<file path="config.mk">
export PLATFORM = sky130hd
export DESIGN_NAME = apb_uart_rx_periph
export DESIGN_NICKNAME = d
export VERILOG_FILES = /design/src/rtl/apb_uart_pkg.sv /design/src/rtl/uart_rx_frame.sv /design/src/rtl/apb_uart_rx_periph.sv
export SDC_FILE = /design/constraint.sdc
export NUM_CORES = 1
export LEC_CHECK = 0
export BUFFER_PORTS_ARGS = -buffer_cell sky130_fd_sc_hd__buf_2
export CORE_MARGIN = 2
export CORE_UTILIZATION = 42
export CTS_CLUSTER_DIAMETER = 60
export DETAILED_ROUTE_END_ITERATION = 8
export SYNTH_ARGS = -nofsm -noshare
export SYNTH_HDL_FRONTEND = slang
export SYNTH_HIERARCHICAL = 1
export SYNTH_SLANG_ARGS = --single-unit
</file>
<file path="constraint.sdc">
create_clock -name PCLK -period 4.9 [get_ports PCLK]
set_input_delay 0.245 -clock PCLK [delete_from_list [all_inputs] [get_ports PCLK]]
set_output_delay 0.245 -clock PCLK [all_outputs]
set_load 0.01 [all_outputs]
</file>
<file path="src/rtl/apb_uart_pkg.sv">
`default_nettype none
// ============================================================================
// apb_uart_pkg : shared types and register map for the APB UART peripherals
// Rev 1.0
// ============================================================================
package apb_uart_pkg;

   typedef enum logic [1:0] {
      IDLE  = 2'd0,
      START = 2'd1,
      DATA  = 2'd2,
      STOP  = 2'd3
   } rx_state_e;

   localparam logic [3:0] ADDR_STATUS = 4'h0;
   localparam logic [3:0] ADDR_RXDATA = 4'h4;
   localparam logic [3:0] ADDR_CTRL   = 4'h8;

   localparam int ST_EMPTY = 0;
   localparam int ST_FULL  = 1;
   localparam int ST_FE    = 2;
   localparam int ST_OE    = 3;

endpackage
`default_nettype wire

</file>
<file path="src/rtl/uart_rx_frame.sv">
`default_nettype none
// ============================================================================
// uart_rx_frame : rx synchroniser, oversampling tick generator and 8N1 FSM
// Rev 1.0
// ============================================================================
module uart_rx_frame
   import apb_uart_pkg::*;
#(
   parameter int CLK_HZ     = 100_000_000,
   parameter int BAUD       = 9600,
   parameter int OVERSAMPLE = 16
) (
   input  logic       PCLK,
   input  logic       PRESETn,
   input  logic       i_rx,
   input  logic       i_rx_en,
   output logic       o_byte_valid,
   output logic [7:0] o_byte_data,
   output logic       o_frame_err
);

   localparam int CNT = CLK_HZ / (BAUD * OVERSAMPLE);
   localparam int CW  = (CNT > 1) ? $clog2(CNT) : 1;
   localparam logic [CW-1:0] C_CNT_LAST = CW'(CNT - 1);
   localparam logic [3:0]    C_HALF     = 4'(OVERSAMPLE / 2 - 1);
   localparam logic [3:0]    C_LAST     = 4'(OVERSAMPLE - 1);

   logic          r_rx_meta;
   logic          r_rx_s;
   logic          r_rx_d;
   logic [CW-1:0] r_div;
   logic          w_tick;
   rx_state_e     r_state;
   logic [3:0]    r_tcnt;
   logic [2:0]    r_bcnt;
   logic [7:0]    r_shift;
   logic          w_stop_smp;

   always_ff @(posedge PCLK) begin
      if (!PRESETn) begin
         r_rx_meta <= 1'b1;
         r_rx_s    <= 1'b1;
         r_rx_d    <= 1'b1;
      end else begin
         r_rx_meta <= i_rx;
         r_rx_s    <= r_rx_meta;
         r_rx_d    <= r_rx_s;
      end
   end

   // Free-running: tick phase is deliberately not re-aligned to the start edge.
   assign w_tick = (r_div == C_CNT_LAST);

   always_ff @(posedge PCLK) begin
      if (!PRESETn)    r_div <= '0;
      else if (w_tick) r_div <= '0;
      else             r_div <= r_div + 1'b1;
   end

   always_ff @(posedge PCLK) begin
      if (!PRESETn) begin
         r_state <= IDLE;
         r_tcnt  <= 4'd0;
         r_bcnt  <= 3'd0;
         r_shift <= 8'd0;
      end else if (!i_rx_en) begin
         r_state <= IDLE;
      end else begin
         case (r_state)
            IDLE: begin
               if (r_rx_d && !r_rx_s) begin
                  r_state <= START;
                  r_tcnt  <= 4'd0;
               end
            end
            START: begin
               if (w_tick) begin
                  if (r_tcnt == C_HALF) begin
                     r_tcnt <= 4'd0;
                     r_bcnt <= 3'd0;
                     r_state <= r_rx_s ? IDLE : DATA;
                  end else begin
                     r_tcnt <= r_tcnt + 4'd1;
                  end
               end
            end
            DATA: begin
               if (w_tick) begin
                  if (r_tcnt == C_LAST) begin
                     r_shift[r_bcnt] <= r_rx_s;
                     r_tcnt          <= 4'd0;
                     if (r_bcnt == 3'd7) r_state <= STOP;
                     else                r_bcnt  <= r_bcnt + 3'd1;
                  end else begin
                     r_tcnt <= r_tcnt + 4'd1;
                  end
               end
            end
            STOP: begin
               if (w_tick) begin
                  if (r_tcnt == C_LAST) begin
                     r_tcnt  <= 4'd0;
                     r_state <= IDLE;
                  end else begin
                     r_tcnt <= r_tcnt + 4'd1;
                  end
               end
            end
            default: r_state <= IDLE;
         endcase
      end
   end

   // Combinational so the FIFO takes the byte on the stop-sample edge itself.
   assign w_stop_smp   = (r_state == STOP) && w_tick && (r_tcnt == C_LAST);
   assign o_byte_valid = w_stop_smp && r_rx_s;
   assign o_frame_err  = w_stop_smp && !r_rx_s;
   assign o_byte_data  = r_shift;

endmodule
`default_nettype wire

</file>
<file path="src/rtl/apb_uart_rx_periph.sv">
`default_nettype none
// ============================================================================
// apb_uart_rx_periph : APB slave UART receiver with byte FIFO and status regs
// Rev 1.0
// ============================================================================
module apb_uart_rx_periph
   import apb_uart_pkg::*;
#(
   parameter int CLK_HZ     = 100_000_000,
   parameter int BAUD       = 9600,
   parameter int OVERSAMPLE = 16,
   parameter int FIFO_DEPTH = 4
) (
   input  logic        PCLK,
   input  logic        PRESETn,
   input  logic [3:0]  PADDR,
   input  logic [31:0] PWDATA,
   input  logic        PWRITE,
   input  logic        PSEL,
   input  logic        PENABLE,
   output logic [31:0] PRDATA,
   output logic        PREADY,
   input  logic        rx,
   output logic        rx_avail
);

   localparam int PW = $clog2(FIFO_DEPTH);
   localparam int NW = $clog2(FIFO_DEPTH + 1);
   localparam logic [NW-1:0] C_DEPTH = NW'(FIFO_DEPTH);

   logic [7:0]    r_mem [FIFO_DEPTH];
   logic [PW-1:0] r_wptr;
   logic [PW-1:0] r_rptr;
   logic [NW-1:0] r_count;
   logic          r_fe;
   logic          r_oe;
   logic          r_rx_en;
   logic          r_pready;
   logic          r_pop_ok;
   logic [31:0]   r_prdata;

   logic          w_byte_valid;
   logic [7:0]    w_byte_data;
   logic          w_frame_err;
   logic [3:0]    w_addr;
   logic          w_setup;
   logic          w_done;
   logic          w_empty;
   logic          w_full;
   logic          w_pop;
   logic          w_push;
   logic          w_ovr;
   logic          w_wr_status;
   logic          w_wr_ctrl;
   logic [31:0]   w_rdata;
   logic          w_unused;

   uart_rx_frame #(
      .CLK_HZ     (CLK_HZ),
      .BAUD       (BAUD),
      .OVERSAMPLE (OVERSAMPLE)
   ) u_frame (
      .PCLK         (PCLK),
      .PRESETn      (PRESETn),
      .i_rx         (rx),
      .i_rx_en      (r_rx_en),
      .o_byte_valid (w_byte_valid),
      .o_byte_data  (w_byte_data),
      .o_frame_err  (w_frame_err)
   );

   assign w_addr      = {PADDR[3:2], 2'b00};
   assign w_setup     = PSEL & PENABLE & ~r_pready;
   assign w_done      = PSEL & PENABLE & r_pready;
   assign w_empty     = (r_count == '0);
   assign w_full      = (r_count == C_DEPTH);
   assign w_pop       = w_done & ~PWRITE & (w_addr == ADDR_RXDATA) & r_pop_ok;
   assign w_push      = w_byte_valid & (~w_full | w_pop);
   assign w_ovr       = w_byte_valid & w_full & ~w_pop;
   assign w_wr_status = w_done & PWRITE & (w_addr == ADDR_STATUS);
   assign w_wr_ctrl   = w_done & PWRITE & (w_addr == ADDR_CTRL);
   assign w_unused    = &{1'b0, PADDR[1:0], PWDATA[31:4], PWDATA[1]};

   always_comb begin
      w_rdata = 32'd0;
      case (w_addr)
         ADDR_STATUS: begin
            w_rdata[ST_EMPTY] = w_empty;
            w_rdata[ST_FULL]  = w_full;
            w_rdata[ST_FE]    = r_fe;
            w_rdata[ST_OE]    = r_oe;
         end
         ADDR_RXDATA: if (!w_empty) w_rdata[7:0] = r_mem[r_rptr];
         ADDR_CTRL:   w_rdata[0] = r_rx_en;
         default:     w_rdata = 32'd0;
      endcase
   end

   // Pop eligibility is latched at setup so a byte arriving mid-access is never
   // popped by a read that returned 0.
   always_ff @(posedge PCLK) begin
      if (!PRESETn) begin
         r_pready <= 1'b0;
         r_prdata <= 32'd0;
         r_pop_ok <= 1'b0;
      end else begin
         r_pready <= w_setup;
         if (w_setup) begin
            r_prdata <= PWRITE ? 32'd0 : w_rdata;
            r_pop_ok <= ~PWRITE & (w_addr == ADDR_RXDATA) & ~w_empty;
         end
      end
   end

   always_ff @(posedge PCLK) begin
      if (w_push) r_mem[r_wptr] <= w_byte_data;
   end

   always_ff @(posedge PCLK) begin
      if (!PRESETn) begin
         r_wptr  <= '0;
         r_rptr  <= '0;
         r_count <= '0;
      end else begin
         if (w_push) r_wptr <= r_wptr + 1'b1;
         if (w_pop)  r_rptr <= r_rptr + 1'b1;
         case ({w_push, w_pop})
            2'b10:   r_count <= r_count + 1'b1;
            2'b01:   r_count <= r_count - 1'b1;
            default: r_count <= r_count;
         endcase
      end
   end

   // A new error event wins over a simultaneous write-1-to-clear.
   always_ff @(posedge PCLK) begin
      if (!PRESETn) begin
         r_fe    <= 1'b0;
         r_oe    <= 1'b0;
         r_rx_en <= 1'b1;
      end else begin
         r_fe <= w_frame_err | (r_fe & ~(w_wr_status & PWDATA[ST_FE]));
         r_oe <= w_ovr       | (r_oe & ~(w_wr_status & PWDATA[ST_OE]));
         if (w_wr_ctrl) r_rx_en <= PWDATA[0];
      end
   end

   assign PRDATA   = r_prdata;
   assign PREADY   = r_pready;
   assign rx_avail = ~w_empty;

endmodule
`default_nettype wire

</file>
==> impl_summary.txt <==
----------------------------------------------------
[Outcome]
  Outcome ... complete, no violations

[Timing]
  Setup clock skew after layout ... between 0.015 and 0.02 ns
  Slew at the pin closest to its max-slew limit ... roughly 0.63 ns
  Fin Setup TNS ... 0 ns
  Final worst-path cycle share ... 52.9%
  Pins over their slew limit ... 0
  Setup repair after global routing missed its margin ... false
  Final Worst Setup Slack ... 2.31 ns
  Endpoints failing setup ... 0
  Achievable clock frequency ... between 300 and 400 MHz
  Final hold slack ... 0.0809 ns
  Number of hold violations in the final report ... 0
  Remaining max-slew budget at the tightest pin ... between 50% and 60%
  Shortest clock period the worst path allows after layout ... approximately 2.6 ns

[Finish]
  Area growth from synthesis to layout ... 5.86%
  NumNets Final ... ~420
  Total inserted antenna cells ... 0
  Number of filler instances in the final layout ... 873
  Fraction of layout cells with a size suffix above 1 ... about 14%
  Post-layout instance area ... ~4200 um^2

[Yosys]
  Total of warnings raised by yosys ... 6
  EDFF count, synth ... 32
  Share of the synthesized area in the top cell type ... between 20% and 30%
  Largest family of logic cells by synthesized area ... simple AND/OR/NAND/NOR gates
  Top cells by instance count after synthesis ... dfxtp_1, edfxtp_1, nor2_1, buf_4, nand2_1
  Primary FF master, synth ... dfxtp_1
  Flops & latches, synth ... 84
  Share of the synthesized area in compound gates (AO/OA/AOI/OAI) ... 9.58%
  Sequential cell area fraction in the yosys report ... 50.9%
  Post-Synth Simple-Gate Area ... 19.2%
  Unique cell type count in the Yosys netlist ... 63
  Leading area contributor after synthesis ... dfxtp_1
  Post-Syn Instances ... around 360
  XOR/XNOR Fraction of Synth Area ... under 10%
  Average instance area after synthesis ... between 10 and 15 um^2
  Area share of fa/ha/maj cells after synthesis ... around 3.4%
  Synth async-reset ratio ... 0%
  Combined area of all synthesized cells ... between 3000 and 4000 um^2
  Synth area leaders ... dfxtp_1, edfxtp_1, buf_4
  Top-count cell post-synth ... dfxtp_1
  Share of cell area taken by muxes after synthesis ... between 6 and 7%

[Job]
  Maxcap violations ... 0

[Clocking]
  # clock sinks ... 84
  Clock buffer depth ... 2
  CTS Buf Count ... 9
  Cell chosen for the clock root ... clkbuf_8
  # hold bufs at CTS ... 0
  H-Tree Level Count ... 3
  Clk_lat worst skew ... between 0.3 and 0.4 ns
  Buffer count from post-CTS setup fixing ... 0
  # resized after CTS ... 0
  Clock tree from TritonCTS ... built
  Clock transition at path regs ... approximately 0.080 ns

[Global route]
  Wire length of the first global-routing pass ... between 10 and 15 mm
  Antenna violations before repair ... 0
  Pin count of the biggest net entering global routing ... 21
  Total Routing Usage GR ... between 10 and 15%
  Remaining global-route overflow ... 0
  Number of global-route vias before repair ... roughly 2400

[Setup path]
  Classification of the worst setup path ... register to register
  CP Data Required Time ... 4.88 ns
  Largest fanout of any net on the critical path ... 16
  Element type at the critical path end ... register
  CP arrival ... roughly 2.6 ns
  Type of origin of the critical path ... register

[Die]
  Placeable core region ... 9150 um^2
  Die width ... approximately 100 um
  Die height ... around 100 um
  Effective utilization at floorplan ... 42.9%
  Number of top-level pins ... between 70 and 80
  Overall die area ... 10100 um^2
  Core Rows ... 35

[Drt]
  Initial DRC Count ... 92
  Aggregate routed wire length ... 6.81 mm
  Number of iterations in the first detailed-routing pass ... 4
  Routed wire per std cell ... 13.9 um
  Via count ... 2584
  Antenna-violating nets left ... 0
  Remaining routing DRC violations ... 0
  Average vias per placed instance ... ~5.3

[Power]
  Largest vdd supply drop ... ~0.00013 V
  Leakage power of the design ... 1.53 nW
  Power per standard cell area ... roughly 290 nW/um^2

[Placed design]
  Instance area after placement ... between 3000 and 4000 um^2
  DPL Wire Length ... about 4.8 mm
  Port Buf Inserts ... 20
  Worst slack, placed ... approximately 2.3 ns
  Final Wtd Congestion ... roughly 0.80

[Worst hold path]
  Hold Path Class ... primary input to register

----------------------------------------------------
==> sequential cells by signal, indices dropped and copies added (netlist names), 2 cells and up, named ones only <==
| name | cells |
|---|---|
| r_mem | 32 |
| u_frame/r_div | 10 |
| u_frame/r_bcnt | 3 |
| r_count | 3 |
| PRDATA | 8 |
| r_wptr | 2 |
| r_rptr | 2 |
| u_frame/r_tcnt | 4 |
| u_frame/o_byte_data | 8 |
==> cells in the final DEF (no fill, tap or decap), types with 2 or more instances in the layout <==
cell type	instances
a211oi_1	2
a21oi_1	19
a222oi_1	2
a22oi_1	4
and2_1	5
and3_1	2
buf_2	20
clkbuf_8	9
clkinvlp_4	3
conb_1	24
dfxtp_1	52
edfxtp_1	32
ha_1	9
inv_1	7
inv_6	2
mux2i_1	6
mux4_2	8
nand2_1	24
nand2b_1	7
nand3_1	12
nand3b_1	3
nand4_1	6
nand4_2	2
nand4b_1	2
nor2_1	32
nor2b_1	3
nor3_1	11
nor3b_1	3
nor4_1	2
o211ai_1	3
o21ai_0	8
o41ai_1	6
or3_1	3
or4_1	3
xnor2_1	8
xor2_1	4
==> layout make-up <==
class / count / area [um^2] / share of cell area, %
tap: 111 / 139 / 3.34
clock inverter: 7 / 48.8 / 1.17
timing repair buffer: 21 / 108 / 2.59
multi-input combinational: 249 / 1710 / 41.2
sequential: 84 / 2000 / 48.1
clock buffer: 9 / 124 / 2.98
inverter: 7 / 26.3 / 0.632
==> worst max-delay path, cell delays in order (launching register included) <==
cell and delay, ns:
dfxtp_1 0.38, ha_1 0.25, nand4_2 0.36, nor3_1 0.28, buf_4 0.20, a21boi_2 0.29
and2_1 0.46
==> worst paths after layout <==
kind,start,to,slack (ns),depth (start not counted)
worst max-delay path,u_frame/r_tcnt[0]$_SDFFE_PN0P_,r_mem[1][4]$_DFFE_PP_,2.31,6
worst min-delay path,rx,u_frame/r_rx_meta$_SDFF_PN1_,0.08,2
worst min register to register,u_frame/r_rx_meta$_SDFF_PN1_,u_frame/r_rx_s$_SDFF_PN1_,0.41,1
worst max register to register,u_frame/r_tcnt[0]$_SDFFE_PN0P_,r_mem[1][4]$_DFFE_PP_,2.31,6
==> logic make-up after synthesis <==
| group | Yosys count |
|---|---|
| AOI/OAI and AO/OA | 56 |
| xor gates and xnor gates | 12 |
| adders and majority gates | 10 |
| buffers and inverters | 48 |
| DFF | 84 |
| muxes | 15 |
| other | 1 |
| and+or+nand+nor | 132 |
==> per-stage QoR <==
stage / std cells / total power [W] / utilization [%]
finish: 488 / 0.00120 / 45.5
global route: 488 / 0.00125 / 45.5
CTS: 488 / 0.00122 / 45.5
detailed placement: 472 / 0.000783 / 43.6
global placement: 472 / 0.000782 / 43.6
floorplan: 381 / 0.000789 / -
==> routing by layer <==
metal / share of wire [%] / routed length, um / track usage (%) / vias up
li1: - / - / - / 1289
met1: 48 / 3260 / 17.8 / 1246
met2: 48 / 3290 / 23.9 / 44
met3: 3.1 / 209 / 3.33 / 5
met4: 0.71 / 48 / 4.85 / 0
met5: 0 / 0 / 0 / -
==> power by group <==
| group | total, W | switching [W] | leakage, nW | internal, W |
|---|---|---|---|---|
| combinational | 0.0000398 | 0.0000295 | 0.730 | 0.0000103 |
| sequential | 0.000727 | 0.00000482 | 0.717 | 0.000722 |
| clock | 0.000431 | 0.000246 | 0.0797 | 0.000185 |
| total | 0.00120 | 0.000280 | 1.53 | 0.000917 |
No activity file was read; power rests on OpenSTA's default activity.
